**src/rtl/mac2fifo_demux_pkg.sv**
```systemverilog
// Shared types and constants for the UDP RX payload demux into per-channel FIFOs.
package mac2fifo_demux_pkg;

  typedef enum logic [2:0] {
    ST_IDLE,
    ST_CHK,
    ST_HDR,
    ST_DATA,
    ST_DONE
  } st_e;

  localparam int MAX_LEN_DEF  = 1472;
  localparam int CH_HDR_BYTES = 1;

endpackage

```
**src/rtl/mac2fifo_demux_udp_rd_stage.sv**
```systemverilog
// RAM read-address counter plus a one-entry hold register that absorbs the byte in flight
// when the selected FIFO stalls, giving 1 byte/clk with no loss or duplication.
module udp_rd_stage
  import mac2fifo_demux_pkg::*;
#(
  parameter int ADDR_W = 11,
  parameter int LEN_W  = 16
) (
  input  logic              clk,
  input  logic              rst,
  input  logic              clr,
  input  logic              hdr_adv,
  input  logic              rd_go,
  input  logic              wr_go,
  input  logic              full_ch,
  input  logic [LEN_W-1:0]  len,
  input  logic [7:0]        udp_rxd,
  output logic [ADDR_W-1:0] udp_rx_addr,
  output logic              fire,
  output logic [7:0]        wr_data,
  output logic [LEN_W-1:0]  wr_cnt
);

  logic [LEN_W-1:0] addr_p0;
  logic             rd_vld_p1;
  logic             hold_vld_p1;
  logic [7:0]       hold_p1;
  logic             hold_full;
  logic             issue;

  // A returning RAM byte counts as "held" in its arrival cycle; it only moves into
  // hold_p1 when it cannot be written straight away.
  assign hold_full   = rd_vld_p1 | hold_vld_p1;
  assign fire        = wr_go & hold_full & ~full_ch;
  assign issue       = rd_go & (addr_p0 < len) & (~hold_full | fire);
  assign wr_data     = hold_vld_p1 ? hold_p1 : udp_rxd;
  assign udp_rx_addr = addr_p0[ADDR_W-1:0];

  // ---- stage p0: address issue / p1: data return and hold ----
  always_ff @(posedge clk or posedge rst) begin
    if (rst) begin
      addr_p0     <= '0;
      rd_vld_p1   <= 1'b0;
      hold_vld_p1 <= 1'b0;
      wr_cnt      <= '0;
    end else if (clr) begin
      addr_p0     <= '0;
      rd_vld_p1   <= 1'b0;
      hold_vld_p1 <= 1'b0;
      wr_cnt      <= '0;
    end else begin
      if (hdr_adv || issue)
        addr_p0 <= addr_p0 + LEN_W'(1);
      rd_vld_p1   <= issue;
      hold_vld_p1 <= hold_full & ~fire;
      if (fire)
        wr_cnt <= wr_cnt + LEN_W'(1);
    end
  end

  always_ff @(posedge clk) begin
    if (rd_vld_p1 && !fire)
      hold_p1 <= udp_rxd;
  end

endmodule

```
**src/rtl/mac2fifo_demux.sv**
```systemverilog
// Drains one UDP payload from the MAC RX RAM into the FIFO named by its first byte,
// with length/channel checks, abort detection and the fs/fd handshake.
module mac2fifo_demux
  import mac2fifo_demux_pkg::*;
#(
  parameter int NCH     = 4,
  parameter int CH_W    = 2,
  parameter int ADDR_W  = 11,
  parameter int LEN_W   = 16,
  parameter int MAX_LEN = MAX_LEN_DEF
) (
  input  logic              clk,
  input  logic              rst,
  input  logic              fs,
  output logic              fd,
  input  logic [LEN_W-1:0]  udp_rx_len,
  output logic [ADDR_W-1:0] udp_rx_addr,
  input  logic [7:0]        udp_rxd,
  output logic [7:0]        fifo_txd,
  output logic [NCH-1:0]    fifo_txen,
  input  logic [NCH-1:0]    fifo_full,
  output logic [LEN_W-1:0]  dev_rx_len,
  output logic [CH_W-1:0]   dev_rx_ch,
  output logic              err_len,
  output logic              err_ch,
  output logic              err_abort,
  output logic [15:0]       frm_cnt
);

  st_e              st_q, st_n;
  logic             fs_q;
  logic [LEN_W-1:0] len_q;
  logic [CH_W-1:0]  ch_q;
  logic             fs_rise, len_bad, ch_bad, wr_last;
  logic             clr, hdr_adv, rd_go, wr_go, full_ch, fire;
  logic [7:0]       wr_data;
  logic [LEN_W-1:0] wr_cnt;
  logic             good_done, err_done, abort;

  assign fs_rise = fs & ~fs_q;
  assign len_bad = (len_q == '0) || (len_q > LEN_W'(MAX_LEN));
  assign ch_bad  = udp_rxd >= 8'(NCH);
  assign wr_last = (wr_cnt + LEN_W'(CH_HDR_BYTES + 1)) == len_q;
  assign full_ch = fifo_full[ch_q];

  udp_rd_stage #(
    .ADDR_W (ADDR_W),
    .LEN_W  (LEN_W)
  ) u_rd (
    .clk         (clk),
    .rst         (rst),
    .clr         (clr),
    .hdr_adv     (hdr_adv),
    .rd_go       (rd_go),
    .wr_go       (wr_go),
    .full_ch     (full_ch),
    .len         (len_q),
    .udp_rxd     (udp_rxd),
    .udp_rx_addr (udp_rx_addr),
    .fire        (fire),
    .wr_data     (wr_data),
    .wr_cnt      (wr_cnt)
  );

  always_ff @(posedge clk or posedge rst) begin
    if (rst) st_q <= ST_IDLE;
    else     st_q <= st_n;
  end

  // The last write beats a simultaneous fs fall, so DATA checks completion first.
  always_comb begin
    st_n = st_q;
    case (st_q)
      ST_IDLE: if (fs_rise) st_n = ST_CHK;
      ST_CHK: begin
        if (!fs)         st_n = ST_IDLE;
        else if (len_bad) st_n = ST_DONE;
        else             st_n = ST_HDR;
      end
      ST_HDR: begin
        if (!fs)                                    st_n = ST_IDLE;
        else if (ch_bad)                            st_n = ST_DONE;
        else if (len_q == LEN_W'(CH_HDR_BYTES))     st_n = ST_DONE;
        else                                        st_n = ST_DATA;
      end
      ST_DATA: begin
        if (fire && wr_last) st_n = ST_DONE;
        else if (!fs)        st_n = ST_IDLE;
      end
      ST_DONE: if (!fs) st_n = ST_IDLE;
      default: st_n = ST_IDLE;
    endcase
  end

  always_comb begin
    clr     = 1'b0;
    hdr_adv = 1'b0;
    rd_go   = 1'b0;
    wr_go   = 1'b0;
    fd      = 1'b0;
    case (st_q)
      ST_IDLE: clr = 1'b1;
      ST_CHK:  hdr_adv = fs & ~len_bad;
      ST_HDR:  rd_go = fs;
      ST_DATA: begin
        rd_go = fs;
        wr_go = fs | wr_last;
      end
      ST_DONE: begin
        clr = 1'b1;
        fd  = 1'b1;
      end
      default: clr = 1'b1;
    endcase
  end

  assign fifo_txen = fire ? (NCH'(1) << ch_q) : '0;
  assign fifo_txd  = fire ? wr_data : 8'h00;

  assign good_done = (st_q == ST_HDR && fs && !ch_bad && len_q == LEN_W'(CH_HDR_BYTES)) ||
                     (st_q == ST_DATA && fire && wr_last);
  assign err_done  = (st_q == ST_CHK && fs && len_bad) || (st_q == ST_HDR && fs && ch_bad);
  assign abort     = (st_q inside {ST_CHK, ST_HDR, ST_DATA}) && (st_n == ST_IDLE);

  // fs_q resets high so an fs still held across reset is not mistaken for a new frame.
  always_ff @(posedge clk or posedge rst) begin
    if (rst) begin
      fs_q       <= 1'b1;
      len_q      <= '0;
      ch_q       <= '0;
      err_len    <= 1'b0;
      err_ch     <= 1'b0;
      err_abort  <= 1'b0;
      dev_rx_len <= '0;
      dev_rx_ch  <= '0;
      frm_cnt    <= '0;
    end else begin
      fs_q      <= fs;
      err_len   <= (st_q == ST_CHK) && fs && len_bad;
      err_ch    <= (st_q == ST_HDR) && fs && ch_bad;
      err_abort <= abort;
      if (st_q == ST_IDLE && fs_rise)
        len_q <= udp_rx_len;
      if (st_q == ST_HDR && fs && !ch_bad)
        ch_q <= udp_rxd[CH_W-1:0];
      if (good_done) begin
        dev_rx_len <= len_q - LEN_W'(CH_HDR_BYTES);
        dev_rx_ch  <= (st_q == ST_HDR) ? udp_rxd[CH_W-1:0] : ch_q;
        frm_cnt    <= frm_cnt + 16'd1;
      end else if (err_done) begin
        dev_rx_len <= '0;
      end
    end
  end

endmodule

```
**config.mk**
```make
export PLATFORM = sky130hd
export DESIGN_NAME = mac2fifo_demux
export DESIGN_NICKNAME = d
export VERILOG_FILES = /design/src/rtl/mac2fifo_demux_pkg.sv /design/src/rtl/mac2fifo_demux_udp_rd_stage.sv /design/src/rtl/mac2fifo_demux.sv
export SDC_FILE = /design/constraint.sdc
export NUM_CORES = 1
export LEC_CHECK = 0
export ABC_AREA = 1
export CAP_MARGIN = 0
export CORE_ASPECT_RATIO = 0.9
export CORE_MARGIN = 2
export CORE_UTILIZATION = 45
export DETAILED_ROUTE_END_ITERATION = 6
export GPL_TIMING_DRIVEN = 0
export PLACE_DENSITY = 0.79
export REMOVE_ABC_BUFFERS = 1
export SYNTH_ARGS = -nofsm -noshare
export SYNTH_HDL_FRONTEND = slang
export SYNTH_SLANG_ARGS = --single-unit
```
**constraint.sdc**
```tcl
create_clock -name clk -period 9.55 [get_ports clk]
set_input_delay 1.91 -clock clk [delete_from_list [all_inputs] [get_ports clk]]
set_output_delay 1.91 -clock clk [all_outputs]
set_load 0.02 [all_outputs]
```
==> summary.txt <==
Route
  – Drt first pass iters: 5
  – Wire per inst: 14.7 um
  – DR iter-0 viols: 455
  – Vias: 5767
  – Drt total wl: 16300 um
  – Vias/cell: 5.21
  – DRT antenna net count: 0
  – DRC: 0

Synthesis
  – Post-synth EDFFs: 8
  – Asr flop ratio synth: 92.1%
  – Cell variety after synth: 35
  – Mapped Area: 6420 um2
  – Syn Inst Count: 836
  – Ys Warns: 0
  – Seq/Total Area, Yosys: about two fifths
  – Synth Register Bits: about 100
  – Syn Area/Cell: around 7.7 um2
  – Main synth FF type: dfrtp_1

Die
  – Core Rows: about 40
  – Die W: around 130 um
  – Core Area: 14000 um2
  – Height of the die: between 100 and 150 um
  – Die Area: 15200 um2
  – Starting Density: ~46%
  – Ports: 92

Setup path
  – CP Data Required Time: ~7600 ps
  – Critical Path Source Type: input pin
  – CP peak stage delay: 630 ps
  – Worst EP arrival: 4320 ps
  – Kind of critical path: input pin to primary output
  – CP bufs+invs: 4
  – Top delay family on crit path: buffers and inverters
  – Critical path cell sequence: clkdlybuf4s50_1 -> nand3_1 -> nand2_1 -> inv_1 -> nand3_1 -> nor2_1 -> nand3_1 -> nor2_2 -> nand2_4 -> nand2_4 -> inv_2 -> nor3_1 -> clkdlybuf4s50_1
  – Worst-path maximum fanout: 23
  – Flop2flop setup slack: 6510 ps
  – R2R depth: 15
  – Critical Path Stages: 13
  – Slowest CP cell: clkdlybuf4s50_1
  – Most used cell, CP: nand3_1
  – Crit. End Element: primary output

GRT
  – GRT overflow: 0
  – GRT Total Usage: between 20% and 30%
  – Largest net degree at the start of global routing: 52
  – Initial antenna violation count: 0
  – First-pass GRT wire length: 26800 um
  – Vias in the first global route: about 5400

Power
  – PwrDens: 126 nW/um2
  – Peak VDD IR: approximately 0.092 mV
  – Pwr Total: 973 uW
  – Lkg Pwr: 3.51 nW

STA
  – Setup Skew: 4.31 ps
  – Setup TNS: 0 ps
  – Highest clock rate: 161 MHz
  – Pins Over Slew Limit: 0
  – Min Tclk post-route: 6230 ps
  – Final hold vios: 0
  – RSZ-0062 raised after global routing: no
  – Tcrit/Tclk final: 65.2%
  – Tightest Pin Transition: about 1200 ps
  – Relative slew slack: approximately 22%
  – Final setup vio count: 0

Clock tree
  – Clock latency on the worst-skew pair: 360 ps
  – Post-CTS Hold Buffers: 0
  – TritonCTS Buffers: 9
  – Clock sink count: 101
  – CTS tree: yes
  – H-tree levels: 3
  – Clock slew seen by the registers of the worst setup and hold paths: ~60 ps
  – Max Root-Sink Buffers: 2
  – Number of setup buffers added after CTS: 0
  – Post-CTS Resized: 0
  – CTS root buf: clkbuf_16

Cells and area
  – Layout Nets: 961
  – Diodes inserted: 0
  – Area Growth Syn to Fin: 20.0%
  – Ratio of cells with drive above 1 in the final layout: 5.69%

Place
  – RePlAce Congestion: 0.940
  – Count of input and output buffers: 91
  – Post-DP HPWL: 12000 um

Status
  – Status: complete, no violations

Worst hold path
  – Worst Hold Class: flip-flop to flip-flop
  – Hold Crit Depth: 1

Job
  – Max-Cap Viols: 0
-- synthesized netlist by cell type, types with 2 or more instances --
cell type / number / share of area [%]
nand2_1: 182 / 11
nor2_1: 93 / 5.4
dfrtp_1: 92 / 36
nand3_1: 89 / 6.9
inv_1: 85 / 5.0
xor2_1: 55 / 7.5
nand4_1: 32 / 3.1
a21oi_1: 29 / 2.3
o21ai_0: 23 / 1.8
ha_1: 21 / 4.1
nor3_1: 20 / 1.6
o21ai_1: 18 / 1.4
buf_4: 13 / 1.5
nor2_2: 11 / 1.1
clkbuf_1: 8 / 0.47
edfxtp_1: 8 / 3.7
xnor2_1: 7 / 0.96
mux2i_1: 6 / 0.94
nand2_2: 6 / 0.58
nand2_4: 5 / 0.88
buf_2: 4 / 0.31
buf_6: 4 / 0.70
nor4_1: 4 / 0.39
o31ai_2: 4 / 0.78
clkinv_1: 3 / 0.18
a21o_1: 2 / 0.23
inv_2: 2 / 0.12
nand3_2: 2 / 0.31
o21bai_1: 2 / 0.23
-- metrics by stage --
stage / std cells / hold WS, ps / instance area [um2] / worst slack [ps] / utilization, %
2_1_floorplan: 806 / 475 / 6220 / 4340 / -
3_3_place_gp: 1090 / 478 / 7370 / 3350 / 52.6
3_5_place_dp: 1091 / 494 / 7410 / 3340 / 52.9
4_1_cts: 1107 / 504 / 7700 / 3330 / 55.0
5_1_grt: 1107 / 524 / 7700 / 3050 / 55.0
6_report: 1107 / 500 / 7700 / 3320 / 55.0
-- worst reg2reg max path: stages, from the launching register on --
cell and delay, ps:
dfrtp_1 470, ha_1 280, nand3_1 140, nor2_1 200, nand2_1 110, nand2_1 80, nand2_1 70, nand2_1 80
inv_1 40, nand2_1 80, nor2_2 50, nand2_4 110, nand2_4 150, inv_2 380, nand2_1 390, o21ai_0 300
-- path summary, 6_finish.rpt --
check / start / end
setup / recovery: fifo_full[1] / fifo_txen[3]
max in group asynchronous: rst / fs_q$_DFF_PP1_
hold reg to reg: frm_cnt[5]$_DFFE_PP0P_ / frm_cnt[5]$_DFFE_PP0P_
setup reg to reg: u_rd.wr_cnt[1]$_DFFE_PP0P_ / u_rd.wr_cnt[5]$_DFFE_PP0P_
min in group asynchronous: rst / frm_cnt[13]$_DFFE_PP0P_
hold / removal: frm_cnt[5]$_DFFE_PP0P_ / frm_cnt[5]$_DFFE_PP0P_
-- flip-flops by register name, indices dropped and copies added (netlist names) --
name and cells:
dev_rx_len 16, frm_cnt 16, len_q 16, u_rd.addr_p0 16
u_rd.wr_cnt 16, u_rd.hold_p1 8, st_q 3, ch_q 2
dev_rx_ch 2, err_abort 1, err_ch 1, err_len 1
fs_q 1, u_rd.hold_vld_p1 1, u_rd.rd_vld_p1 1
-- cells by family after synthesis --
logic type | after synthesis | synth area share [%]
buffers and inverters | 121 | 8.42
XOR/XNOR | 62 | 8.46
adder cells (fa/ha/maj) | 21 | 4.09
flip-flops | 101 | 40.0
AO/OA/AOI/OAI | 78 | 6.71
AND/OR/NAND/NOR | 447 | 31.4
multiplexers | 6 | 0.936
-- per-layer routing --
metal | wire, um | GRT usage [%]
met3 | 1130 | 4.82
met2 | 7010 | 34.5
met5 | 0 | 0
met4 | 405 | 7.89
met1 | 7750 | 32.0
-- final cells by class --
type                       count  area, um2
multi-input combinational    614       3320
sequential                   101       2570
fill                        1299       6300
timing repair buffer          92        938
clock buffer                   9        225
inverter                      91        347
tap                          193        241
clock inverter                 7       66.3
-- power by group --
part           leakage (nW)  switching (mW)  internal, mW
Sequential             1.32          0.0203         0.447
Clock                 0.145           0.164         0.202
Combinational          2.05          0.0902        0.0494
Total                  3.51           0.275         0.698
-- placed cells by master, fill, tap and decap left out, drive strengths merged --
cell type and count:
nor3 20, edfxtp 8, mux2i 6, nand2 193, dfstp 1, xnor2 7
o21ai 41, o31ai 4, bufinv 1, clkdlybuf4s50 91, clkinvlp 1, dfrtp 92
and3 1, clkinv 8, clkbuf 9, a21o 2, o21bai 2, nor2 104
inv 88, nand4 33, buf 1, ha 21, or4 1, nor4 4
a21oi 29, nand3 91, xor2 55
Power figures use the tool's default switching activity.
